$ cat src/rtl/jam_pkg.sv
// rtl/jam_pkg.sv - shared state encoding and parameter-range helpers for the job-assignment solver
package jam_pkg;

   typedef enum logic [2:0] {IDLE, INIT, EVAL, CMP, STEP, DONE} state_t;

   localparam int MIN_N = 2;
   localparam int MAX_N = 8;

   function automatic longint fact(input int n);
      longint f;
      f = 1;
      for (int i = 2; i <= n; i++) f = f * longint'(i);
      return f;
   endfunction

   // Bits needed to represent v as an unsigned value, never less than 1.
   function automatic int bits_for(input longint v);
      int b;
      b = 1;
      for (int i = 1; i < 63; i++) begin
         if ((longint'(1) << i) <= v) b = i + 1;
      end
      return b;
   endfunction

endpackage

$ cat src/rtl/jam_perm_solver_if.sv
// rtl/jam_perm_solver_if.sv - host-facing handshake, cost ROM and result readout bundle
interface jam_perm_solver_if #(
   parameter int IW  = 3,
   parameter int CW  = 7,
   parameter int SW  = 10,
   parameter int MCW = 16
);
   logic           START;
   logic [IW-1:0]  W;
   logic [IW-1:0]  J;
   logic [CW-1:0]  Cost;
   logic [SW-1:0]  MinCost;
   logic [MCW-1:0] MatchCount;
   logic           Valid;
   logic [IW-1:0]  RD_W;
   logic [IW-1:0]  RD_J;

   modport master (output START, Cost, RD_W,
                   input  W, J, MinCost, MatchCount, Valid, RD_J);
   modport slave  (input  START, Cost, RD_W,
                   output W, J, MinCost, MatchCount, Valid, RD_J);
endinterface

$ cat src/rtl/jam_sjt_gen.sv
// rtl/jam_sjt_gen.sv - Steinhaus-Johnson-Trotter permutation generator (one swap per step)
module jam_sjt_gen #(
   parameter int N  = 8,
   parameter int IW = 3
) (
   input  logic            CLK,
   input  logic            RST_N,
   input  logic            init,
   input  logic            step,
   output logic [N*IW-1:0] perm_flat,
   output logic            last
);

   logic [IW-1:0] perm    [N];
   logic          dirs    [N];   // 1 = element points towards the higher worker index
   logic          mobile  [N];
   logic [IW-1:0] perm_nx [N];
   logic          dirs_nx [N];
   logic          found;
   logic [IW-1:0] mob_val;
   logic [IW-1:0] mob_pos;
   logic [IW-1:0] nb_pos;

   always_comb begin
      for (int p = 0; p < N; p++) mobile[p] = 1'b0;
      for (int p = 1; p < N; p++) begin
         if (!dirs[p] && perm[p-1] < perm[p]) mobile[p] = 1'b1;
      end
      for (int p = 0; p < N-1; p++) begin
         if (dirs[p] && perm[p+1] < perm[p]) mobile[p] = 1'b1;
      end

      found   = 1'b0;
      mob_val = '0;
      mob_pos = '0;
      for (int p = 0; p < N; p++) begin
         if (mobile[p] && (!found || perm[p] > mob_val)) begin
            found   = 1'b1;
            mob_val = perm[p];
            mob_pos = IW'(p);
         end
      end
      nb_pos = dirs[mob_pos] ? mob_pos + IW'(1) : mob_pos - IW'(1);

      // Directions travel with their elements, then every larger element turns around.
      for (int p = 0; p < N; p++) begin
         perm_nx[p] = perm[p];
         dirs_nx[p] = dirs[p];
      end
      perm_nx[mob_pos] = perm[nb_pos];
      perm_nx[nb_pos]  = perm[mob_pos];
      dirs_nx[mob_pos] = dirs[nb_pos];
      dirs_nx[nb_pos]  = dirs[mob_pos];
      for (int p = 0; p < N; p++) begin
         if (perm_nx[p] > mob_val) dirs_nx[p] = !dirs_nx[p];
      end
   end

   always_ff @(posedge CLK or negedge RST_N) begin
      if (!RST_N) begin
         for (int p = 0; p < N; p++) begin
            perm[p] <= IW'(p);
            dirs[p] <= 1'b0;
         end
      end else if (init) begin
         for (int p = 0; p < N; p++) begin
            perm[p] <= IW'(p);
            dirs[p] <= 1'b0;
         end
      end else if (step && found) begin
         perm <= perm_nx;
         dirs <= dirs_nx;
      end
   end

   always_comb begin
      perm_flat = '0;
      for (int p = 0; p < N; p++) perm_flat[p*IW +: IW] = perm[p];
   end

   assign last = !found;

endmodule

$ cat src/rtl/jam_perm_solver.sv
// rtl/jam_perm_solver.sv - exhaustive N x N job-assignment solver with partial-sum pruning
module jam_perm_solver
   import jam_pkg::*;
#(
   parameter int N   = 8,
   parameter int IW  = 3,
   parameter int CW  = 7,
   parameter int SW  = 10,
   parameter int MCW = 16
) (
   input  logic             CLK,
   input  logic             RST_N,
   jam_perm_solver_if.slave bus
);

   if (N < MIN_N || N > MAX_N || IW < bits_for(longint'(N - 1)) ||
       SW < bits_for(longint'(N) * ((longint'(1) << CW) - 1)) ||
       MCW < bits_for(fact(N))) begin : g_param_check
      $error("jam_perm_solver: parameter set out of range");
   end

   state_t          state, state_nx;
   logic [IW-1:0]   w_r;
   logic [SW-1:0]   acc, acc_next, min_r, min_cost_r;
   logic [MCW-1:0]  cnt_r, match_r;
   logic            valid_r;
   logic [IW-1:0]   best     [N];
   logic [IW-1:0]   perm_arr [N];
   logic [N*IW-1:0] perm_flat;
   logic            sjt_init, sjt_step, sjt_last;
   logic            w_last, prune;

   jam_sjt_gen #(.N(N), .IW(IW)) u_sjt (
      .CLK       (CLK),
      .RST_N     (RST_N),
      .init      (sjt_init),
      .step      (sjt_step),
      .perm_flat (perm_flat),
      .last      (sjt_last)
   );

   always_comb begin
      for (int p = 0; p < N; p++) perm_arr[p] = perm_flat[p*IW +: IW];
   end

   assign acc_next = acc + SW'(bus.Cost);
   assign w_last   = (w_r == IW'(N - 1));
   // Strict compare: a partial sum equal to the best so far may still tie.
   assign prune    = !w_last && (acc_next > min_r);

   always_comb begin
      state_nx = state;
      sjt_init = 1'b0;
      sjt_step = 1'b0;
      case (state)
         IDLE:    if (bus.START) state_nx = INIT;
         INIT:    begin sjt_init = 1'b1; state_nx = EVAL; end
         EVAL:    if (w_last) state_nx = CMP; else if (prune) state_nx = STEP;
         CMP:     state_nx = STEP;
         STEP:    begin sjt_step = 1'b1; state_nx = sjt_last ? DONE : EVAL; end
         DONE:    if (bus.START) state_nx = INIT;
         default: state_nx = IDLE;
      endcase
   end

   always_ff @(posedge CLK or negedge RST_N) begin
      if (!RST_N) state <= IDLE;
      else        state <= state_nx;
   end

   always_ff @(posedge CLK or negedge RST_N) begin
      if (!RST_N) begin
         w_r        <= '0;
         acc        <= '0;
         min_r      <= '1;
         cnt_r      <= '0;
         min_cost_r <= '0;
         match_r    <= '0;
         valid_r    <= 1'b0;
         for (int p = 0; p < N; p++) best[p] <= IW'(p);
      end else begin
         case (state)
            INIT: begin
               w_r     <= '0;
               acc     <= '0;
               min_r   <= '1;
               cnt_r   <= '0;
               valid_r <= 1'b0;
            end
            EVAL: begin
               if (w_last) begin
                  acc <= acc_next;
                  w_r <= '0;
               end else if (prune) begin
                  acc <= '0;
                  w_r <= '0;
               end else begin
                  acc <= acc_next;
                  w_r <= w_r + IW'(1);
               end
            end
            CMP: begin
               if (acc < min_r) begin
                  min_r <= acc;
                  cnt_r <= MCW'(1);
                  best  <= perm_arr;
               end else if (acc == min_r) begin
                  cnt_r <= cnt_r + MCW'(1);
               end
               acc <= '0;
            end
            DONE: begin
               min_cost_r <= min_r;
               match_r    <= cnt_r;
               valid_r    <= 1'b1;
            end
            default: ;
         endcase
      end
   end

   assign bus.W          = w_r;
   assign bus.J          = perm_arr[w_r];
   assign bus.MinCost    = min_cost_r;
   assign bus.MatchCount = match_r;
   assign bus.Valid      = valid_r;
   assign bus.RD_J       = best[bus.RD_W];

endmodule

$ cat src/flat_wrapper.sv
// flat-port wrapper written by rule: the top's interface ports become plain ports
module jam_perm_solver_flat import jam_pkg::*;
#(
   parameter int N   = 8,
   parameter int IW  = 3,
   parameter int CW  = 7,
   parameter int SW  = 10,
   parameter int MCW = 16
)
  (CLK, RST_N, bus_START, bus_Cost, bus_RD_W, bus_W, bus_J, bus_MinCost, bus_MatchCount, bus_Valid, bus_RD_J);
  jam_perm_solver_if #(.IW(IW), .CW(CW), .SW(SW), .MCW(MCW)) bus_i ();
  input  logic CLK;
  input  logic RST_N;
  input wire logic [$bits(bus_i.START)-1:0] bus_START;
  input wire logic [$bits(bus_i.Cost)-1:0] bus_Cost;
  input wire logic [$bits(bus_i.RD_W)-1:0] bus_RD_W;
  output wire logic [$bits(bus_i.W)-1:0] bus_W;
  output wire logic [$bits(bus_i.J)-1:0] bus_J;
  output wire logic [$bits(bus_i.MinCost)-1:0] bus_MinCost;
  output wire logic [$bits(bus_i.MatchCount)-1:0] bus_MatchCount;
  output wire logic [$bits(bus_i.Valid)-1:0] bus_Valid;
  output wire logic [$bits(bus_i.RD_J)-1:0] bus_RD_J;
  assign bus_i.START = bus_START;
  assign bus_i.Cost = bus_Cost;
  assign bus_i.RD_W = bus_RD_W;
  assign bus_W = bus_i.W;
  assign bus_J = bus_i.J;
  assign bus_MinCost = bus_i.MinCost;
  assign bus_MatchCount = bus_i.MatchCount;
  assign bus_Valid = bus_i.Valid;
  assign bus_RD_J = bus_i.RD_J;
  jam_perm_solver #(.N(N), .IW(IW), .CW(CW), .SW(SW), .MCW(MCW)) u_core (.CLK(CLK), .RST_N(RST_N), .bus(bus_i));
endmodule
$ cat config.mk
export PLATFORM = sky130hd
export DESIGN_NAME = jam_perm_solver_flat
export DESIGN_NICKNAME = d
export VERILOG_FILES = /design/src/rtl/jam_pkg.sv /design/src/rtl/jam_perm_solver_if.sv /design/src/rtl/jam_sjt_gen.sv /design/src/rtl/jam_perm_solver.sv /design/src/flat_wrapper.sv
export SDC_FILE = /design/constraint.sdc
export NUM_CORES = 1
export LEC_CHECK = 0
export BUFFER_PORTS_ARGS = -buffer_cell sky130_fd_sc_hd__buf_4
export CORE_MARGIN = 2
export CORE_UTILIZATION = 55
export DETAILED_ROUTE_END_ITERATION = 8
export GPL_TIMING_DRIVEN = 0
export PLACE_DENSITY_LB_ADDON = 0.25
export REMOVE_ABC_BUFFERS = 1
export SYNTH_ARGS = -nofsm -noshare
export SYNTH_HDL_FRONTEND = slang
export SYNTH_SLANG_ARGS = --single-unit
export TNS_END_PERCENT = 100
$ cat constraint.sdc
create_clock -name CLK -period 25.7 [get_ports CLK]
set_input_delay 2.57 -clock CLK [delete_from_list [all_inputs] [get_ports CLK]]
set_output_delay 2.57 -clock CLK [all_outputs]
set_load 0.02 [all_outputs]
==> After elaboration in Yosys (flattened, before gate mapping) <==
Index checks and enable logic that the tools add are counted.
W data, S select, Z words.
{ "classes": {"muxes": 99, "bitwise_logic": 4, "n_reduce_logical": 67, "order_cmp": 37, "n_eq_ne": 11, "addsub": 5} }
{ "op_table": {"columns": ["op", "n"], "rows": [
  ["$mux W3", 31],
  ["$bwmux W24", 2],
  ["$mux W24", 2],
  ["$gt A3 B3 Y1", 15],
  ["$lt A3 B3 Y1", 14],
  ["$pmux W10 S2", 2],
  ["$mux W1", 39],
  ["$bmux W3 S3", 4],
  ["$mux W16", 2],
  ["$pmux W16 S2", 1],
  ["$mux W10", 3],
  ["$logic_and A1 B1 Y1", 25],
  ["$logic_not A1 Y1", 23],
  ["$demux W3 S3", 2],
  ["$add A16 B1 Y16 const B", 1],
  ["$bwmux W8", 2],
  ["$ge A4 B4 Y1 const B", 4],
  ["$mux W8", 2],
  ["$not A3 Y4", 4],
  ["$pmux W3 S5", 1],
  ["$add A10 B7 Y10", 1],
  ["$eq A10 B10 Y1", 1],
  ["$gt A10 B10 Y1", 1],
  ["$lt A10 B10 Y1", 1],
  ["other kinds (17)", 40]
]} }
{ "totals": {"ff_bits": 125, "word_cells": 255, "out_inout_bits": 36} }

==> Depth between registers and ports, before layout <==
{ "depth": {"word_depth": 47, "mapped_depth": 79, "ltp_nobuf": 73} }

==> Hierarchy <==
A second synthesis with hierarchy kept.
{ "unflattened": {"cells_unflattened": 1141, "area_unflattened_um2": 10471.3} }
{ "modules_own_cells": {"columns": ["module", "n_inst", "seq_area_each_um2", "cells_per_inst", "area_per_inst_um2"], "rows": [
  ["jam_sjt_gen", 1, 815.8, 694, 5446.5],
  ["jam_perm_solver", 1, 2354.8, 447, 5024.8]
]} }

==> Worst setup path before layout <==
Ideal clock, no wire load.
{ "synth_path": {"path_type": "register to register", "startpoint": "register u_core.u_sjt.perm, in the netlist u_core.u_sjt.perm_flat[2]", "endpoint": "register u_core.u_sjt.dirs[5] (netlist bit)", "setup_slack_ps": 11442, "t_arrival_ps": 14137, "path_stages_with_launch": 74, "required_ps": 25578, "setup_time_ps": 122, "cell_sequence": "dfrtp_1 > inv_1 > ha_1 > a21oi_1 > and3_1 > nand2_1 > ha_1 > and3_1 > o21a_1 > o32ai_2 > mux2i_1 > inv_1 > ha_1 > a211o_1 > and2_1 > o21ai_4 > mux2_2 > inv_1 > (+38 left out) > buf_4 > inv_1 > fa_1 > buf_1 > clkbuf_1 > mux4_2 > mux2i_1 > buf_2 > nor2_1 > a21oi_1 > o21a_1 > ha_1 > inv_1 > a21o_1 > a21oi_1 > a31oi_1 > or3_1 > a32o_1"} }
{ "synth_via": {"elab_chain_cells": 47} }
{ "synth_rtl": {"columns": ["item", "line", "rtl"], "rows": [
  ["from (decl)", "jam_sjt_gen.sv:14", "logic [IW-1:0] perm [N];"],
  ["from (signal, indexed assignment)", "jam_sjt_gen.sv:62", "perm[p] <= IW'(p);"],
  ["from (signal, indexed assignment)", "jam_sjt_gen.sv:67", "perm[p] <= IW'(p);"],
  ["from (signal assigned)", "jam_sjt_gen.sv:71", "perm <= perm_nx;"],
  ["$lt A3 B3 Y1", "jam_sjt_gen.sv:30", "if (dirs[p] && perm[p+1] < perm[p]) mobile[p] = 1'b1;"],
  ["$logic_and A1 B1 Y1", "jam_sjt_gen.sv:30", null],
  ["$mux W1", "jam_sjt_gen.sv:30", null],
  ["$mux W3 or $mux W1 (tied branches)", "jam_sjt_gen.sv:37", "if (mobile[p] && (!found || perm[p] > mob_val)) begin"],
  ["$gt A3 B3 Y1 or $logic_not A1 Y1 (tied branches)", "jam_sjt_gen.sv:37", null],
  ["$logic_or A1 B1 Y1", "jam_sjt_gen.sv:37", null],
  ["$logic_and A1 B1 Y1", "jam_sjt_gen.sv:37", null],
  ["$mux W3 or $mux W1 (tied branches)", "jam_sjt_gen.sv:37", null],
  ["(+31 left out)", null, null],
  ["$logic_and A1 B1 Y1 (implied by the code), or another cell as far along", "jam_sjt_gen.sv:51, jam_sjt_gen.sv:53", null],
  ["$mux W3 (implied by the code), or another cell as far along", "jam_sjt_gen.sv:51", "perm_nx[nb_pos] = perm[mob_pos];"],
  ["$demux W3 S3, or another cell as far along", "jam_sjt_gen.sv:51", null],
  ["$bwmux W24 or $bwmux W8 (tied branches)", "jam_sjt_gen.sv:51, jam_sjt_gen.sv:53", null],
  ["$gt A3 B3 Y1 or $logic_not A1 Y1 (tied branches)", "jam_sjt_gen.sv:55", "if (perm_nx[p] > mob_val) dirs_nx[p] = !dirs_nx[p];"],
  ["$mux W1", "jam_sjt_gen.sv:55", null],
  ["$mux W8", "jam_sjt_gen.sv:70", "end else if (step && found) begin"],
  ["$mux W8", "jam_sjt_gen.sv:65", "end else if (init) begin"],
  ["to (signal assigned)", "jam_sjt_gen.sv:72", "dirs <= dirs_nx;"],
  ["to (decl)", "jam_sjt_gen.sv:15", "logic dirs [N];"]
]} }
Parallel ways exist; a longest one is shown, timed or not. The select of a mux whose other input is x is not followed.
A chain may end at the register's enable or synchronous reset.

==> Worst setup path after layout <==
{ "layout_path": {"startpoint": "register u_core.u_sjt.perm, in the netlist u_core.u_sjt.perm_flat[2]", "endpoint": "register u_core.u_sjt.dirs[4] (netlist bit)"} }
The elaborated chain is that of the path after synthesis.

==> impl_metrics.ini <==
[global_routing]
grt_pass1_wl_um = 43000
first_global_vias = 8119
grt_usage = 0.297
grt_overflow_total = 0
antenna_found_initial = 0
grt_max_degree = 83

[clock_tree]
cts_tree = built
path_clk_slew_ns = 0.06
cts_resized = 0
clockBufferDepth = 2
cts_setup_buffers = 0
clock-sinks = 125
htree_levels = 4
cts_root_buffer = clkbuf_16
clk_latency_ns = 0.43
cts_made_buffers = 17
cts_hold_buf = 0

[timing]
max-slew-margin-rel = 0.122
setup_viol = 0
finalCritPeriodShare = 0.694
setup-tns-final_ns = 0
slew_viol_final = 0
fin_skew_ns = 0.0119
rsz0062_at_grt = false
max_freq_mhz = 56.1
worst_pin_slew_ns = 1.28
finalHoldViolations = 0
min_period_ns = 17.83

[setup_path]
cp-start-kind = flop
crit_type = flop to flop
required_ns = 26.01
reg2regPathDepth = 69
crit_path_max_incr_delay_ns = 1.11
reg2reg_slack_ns = 7.87
endpoint_kind = flop
crit_slowest_cell = fa_1
crit_fanout = 18
arrival_ns = 18.14
crit_path_frequent_cell = a21oi_1
timing.rr.end = u_core.u_sjt.dirs[4]
crit-reg2reg-launch = u_core.u_sjt.perm_flat[2]

[logic_synthesis]
synth_flop_cell = dfrtp_1
synth_edf_count = 0
synth_async_sr_flop_share = 1.00
ys_ff_latch = 125
synthTopCellsByArea = dfrtp_1 (23%), ha_1 (12%), dfstp_2 (9.1%)
syn_area_per_cell_um2 = 9.41
synth_top_area_share = 0.233
yosysSeqAreaShare = 0.325
synth-warning-count = 0
syn-instance-count = 1038
synth_area_leader_cell = dfrtp_1
ys_types = 84
synth_commonest_cells = ha_1 (95), o21ai_0 (95), dfrtp_1 (91)
syn-cell-area_um2 = 9770

[routing]
drc_errors = 0
routed_wl_um = 26600
ant_nets = 0
wl_per_cell_um = 20.4
drtIter0Drc = 747
viasPerCell = 6.52
first_pass_iters = 5
vias = 8498

[place]
gp_congestion = 0.966
port_buffers = 48
dp.final_hpwl_um = 19400

[layout]
layout-drive-gt1-share = 0.199
fill_cells = 1410
nets = 1176
antenna_cells = 0
areaGrowthSynthToFinish_pct = 12.0

[floorplan]
die_y_um = 137
initial_core_util = 0.563
core_region_area_um2 = 17400
die_area_um2 = 18800
die_x_um = 137
fp-row-count = 48
num_io_pins = 49

[worst_hold_path]
hold_depth = 2
hold_path_class = flop to flop
min_to = u_core.best[8]
hp-start = u_core.best[8]

[flow_run]
maxCapViolCount = 0

[outcome]
status = completed
-- critical path, delay by kind of cell, from the launching register on --
kind                     cells  cell delay, ns
AO/OA/AOI/OAI               33            7.87
adder cells (fa/ha/maj)     10            3.53
flip-flops                   1            0.49
AND/OR/NAND/NOR             14            2.96
multiplexers                 4            2.10
buffers and inverters        8            0.75
-- logic make-up after synthesis --
logic type	count (synthesis)	synth area share
AOI/OAI and AO/OA	350	0.250
and+or+nand+nor	267	0.130
DFF	125	0.325
buffers and inverters	109	0.0451
adders and majority gates	97	0.126
muxes	69	0.102
xor gates and xnor gates	21	0.0227
-- cells in the final DEF (no fill, tap or decap), drive strengths merged, types with 12 or more instances in the layout --
cell type	n
and3	13
ha	95
clkbuf	18
dfrtp	91
a211oi	12
inv	67
mux2	36
nand2	87
nand3	16
a22o	20
nor2	74
mux4	19
dfstp	34
o21ai	96
nor2b	14
buf	53
mux2i	14
a21oi	68
o31ai	12
a31oi	18
a21o	28
-- registers in the layout (all words and copies together), names as in the netlist, 8 cells and up --
name,count
u_core.best,24
u_core.u_sjt.perm_flat,24
u_core.bus.MatchCount,16
u_core.cnt_r,16
u_core.acc,10
u_core.bus.MinCost,10
u_core.min_r,10
u_core.u_sjt.dirs,8
-- routing by layer --
layer / part of all wire / up-vias / track usage
met2: 0.46 / 405 / 0.474
li1: - / 3920 / -
met5: 0 / - / 0
met3: 0.079 / 74 / 0.0467
met1: 0.43 / 4099 / 0.400
met4: 0.032 / 0 / 0.131
-- how the worst max path moves through the flow --
stage	startpoint	endpoint	slack (ns)	depth (start not counted)
after global routing	u_core.u_sjt.perm_flat[2]	u_core.u_sjt.dirs[5]	6.67	70
after floorplan	u_core.u_sjt.perm_flat[2]	u_core.u_sjt.dirs[5]	11.17	68
after CTS	u_core.u_sjt.perm_flat[2]	u_core.u_sjt.dirs[6]	8.08	69
after global placement	u_core.u_sjt.perm_flat[2]	u_core.u_sjt.dirs[6]	8.32	68
after detailed placement	u_core.u_sjt.perm_flat[2]	u_core.u_sjt.dirs[6]	8.11	69
final	u_core.u_sjt.perm_flat[2]	u_core.u_sjt.dirs[4]	7.87	69
-- through the flow --
stage | util | instance area (um2) | instances | setup slack, ns | hold slack [ns]
floorplan | - | 9570 | 994 | 11.17 | 0.445
global placement | 0.589 | 10200 | 1267 | 8.32 | 0.459
detailed placement | 0.595 | 10300 | 1272 | 8.11 | 0.470
CTS | 0.630 | 10900 | 1303 | 8.08 | 0.482
global route | 0.630 | 10900 | 1303 | 6.67 | 0.500
finish | 0.630 | 10900 | 1303 | 7.87 | 0.478
-- final cells by class --
type                    instances  area (um2)  share of cell area
clock buffers                  18         429              0.0392
clock inverters                13         190              0.0174
inverters                      65         244              0.0223
multi-input cells             804        6180               0.565
flip-flops and latches        125        3170               0.290
well taps                     225         282              0.0257
repair buffers                 53         448              0.0409
Power is left out: the tool's default activity adds up to more than one toggle a clock period on the data nets, which glitch-free logic cannot reach.
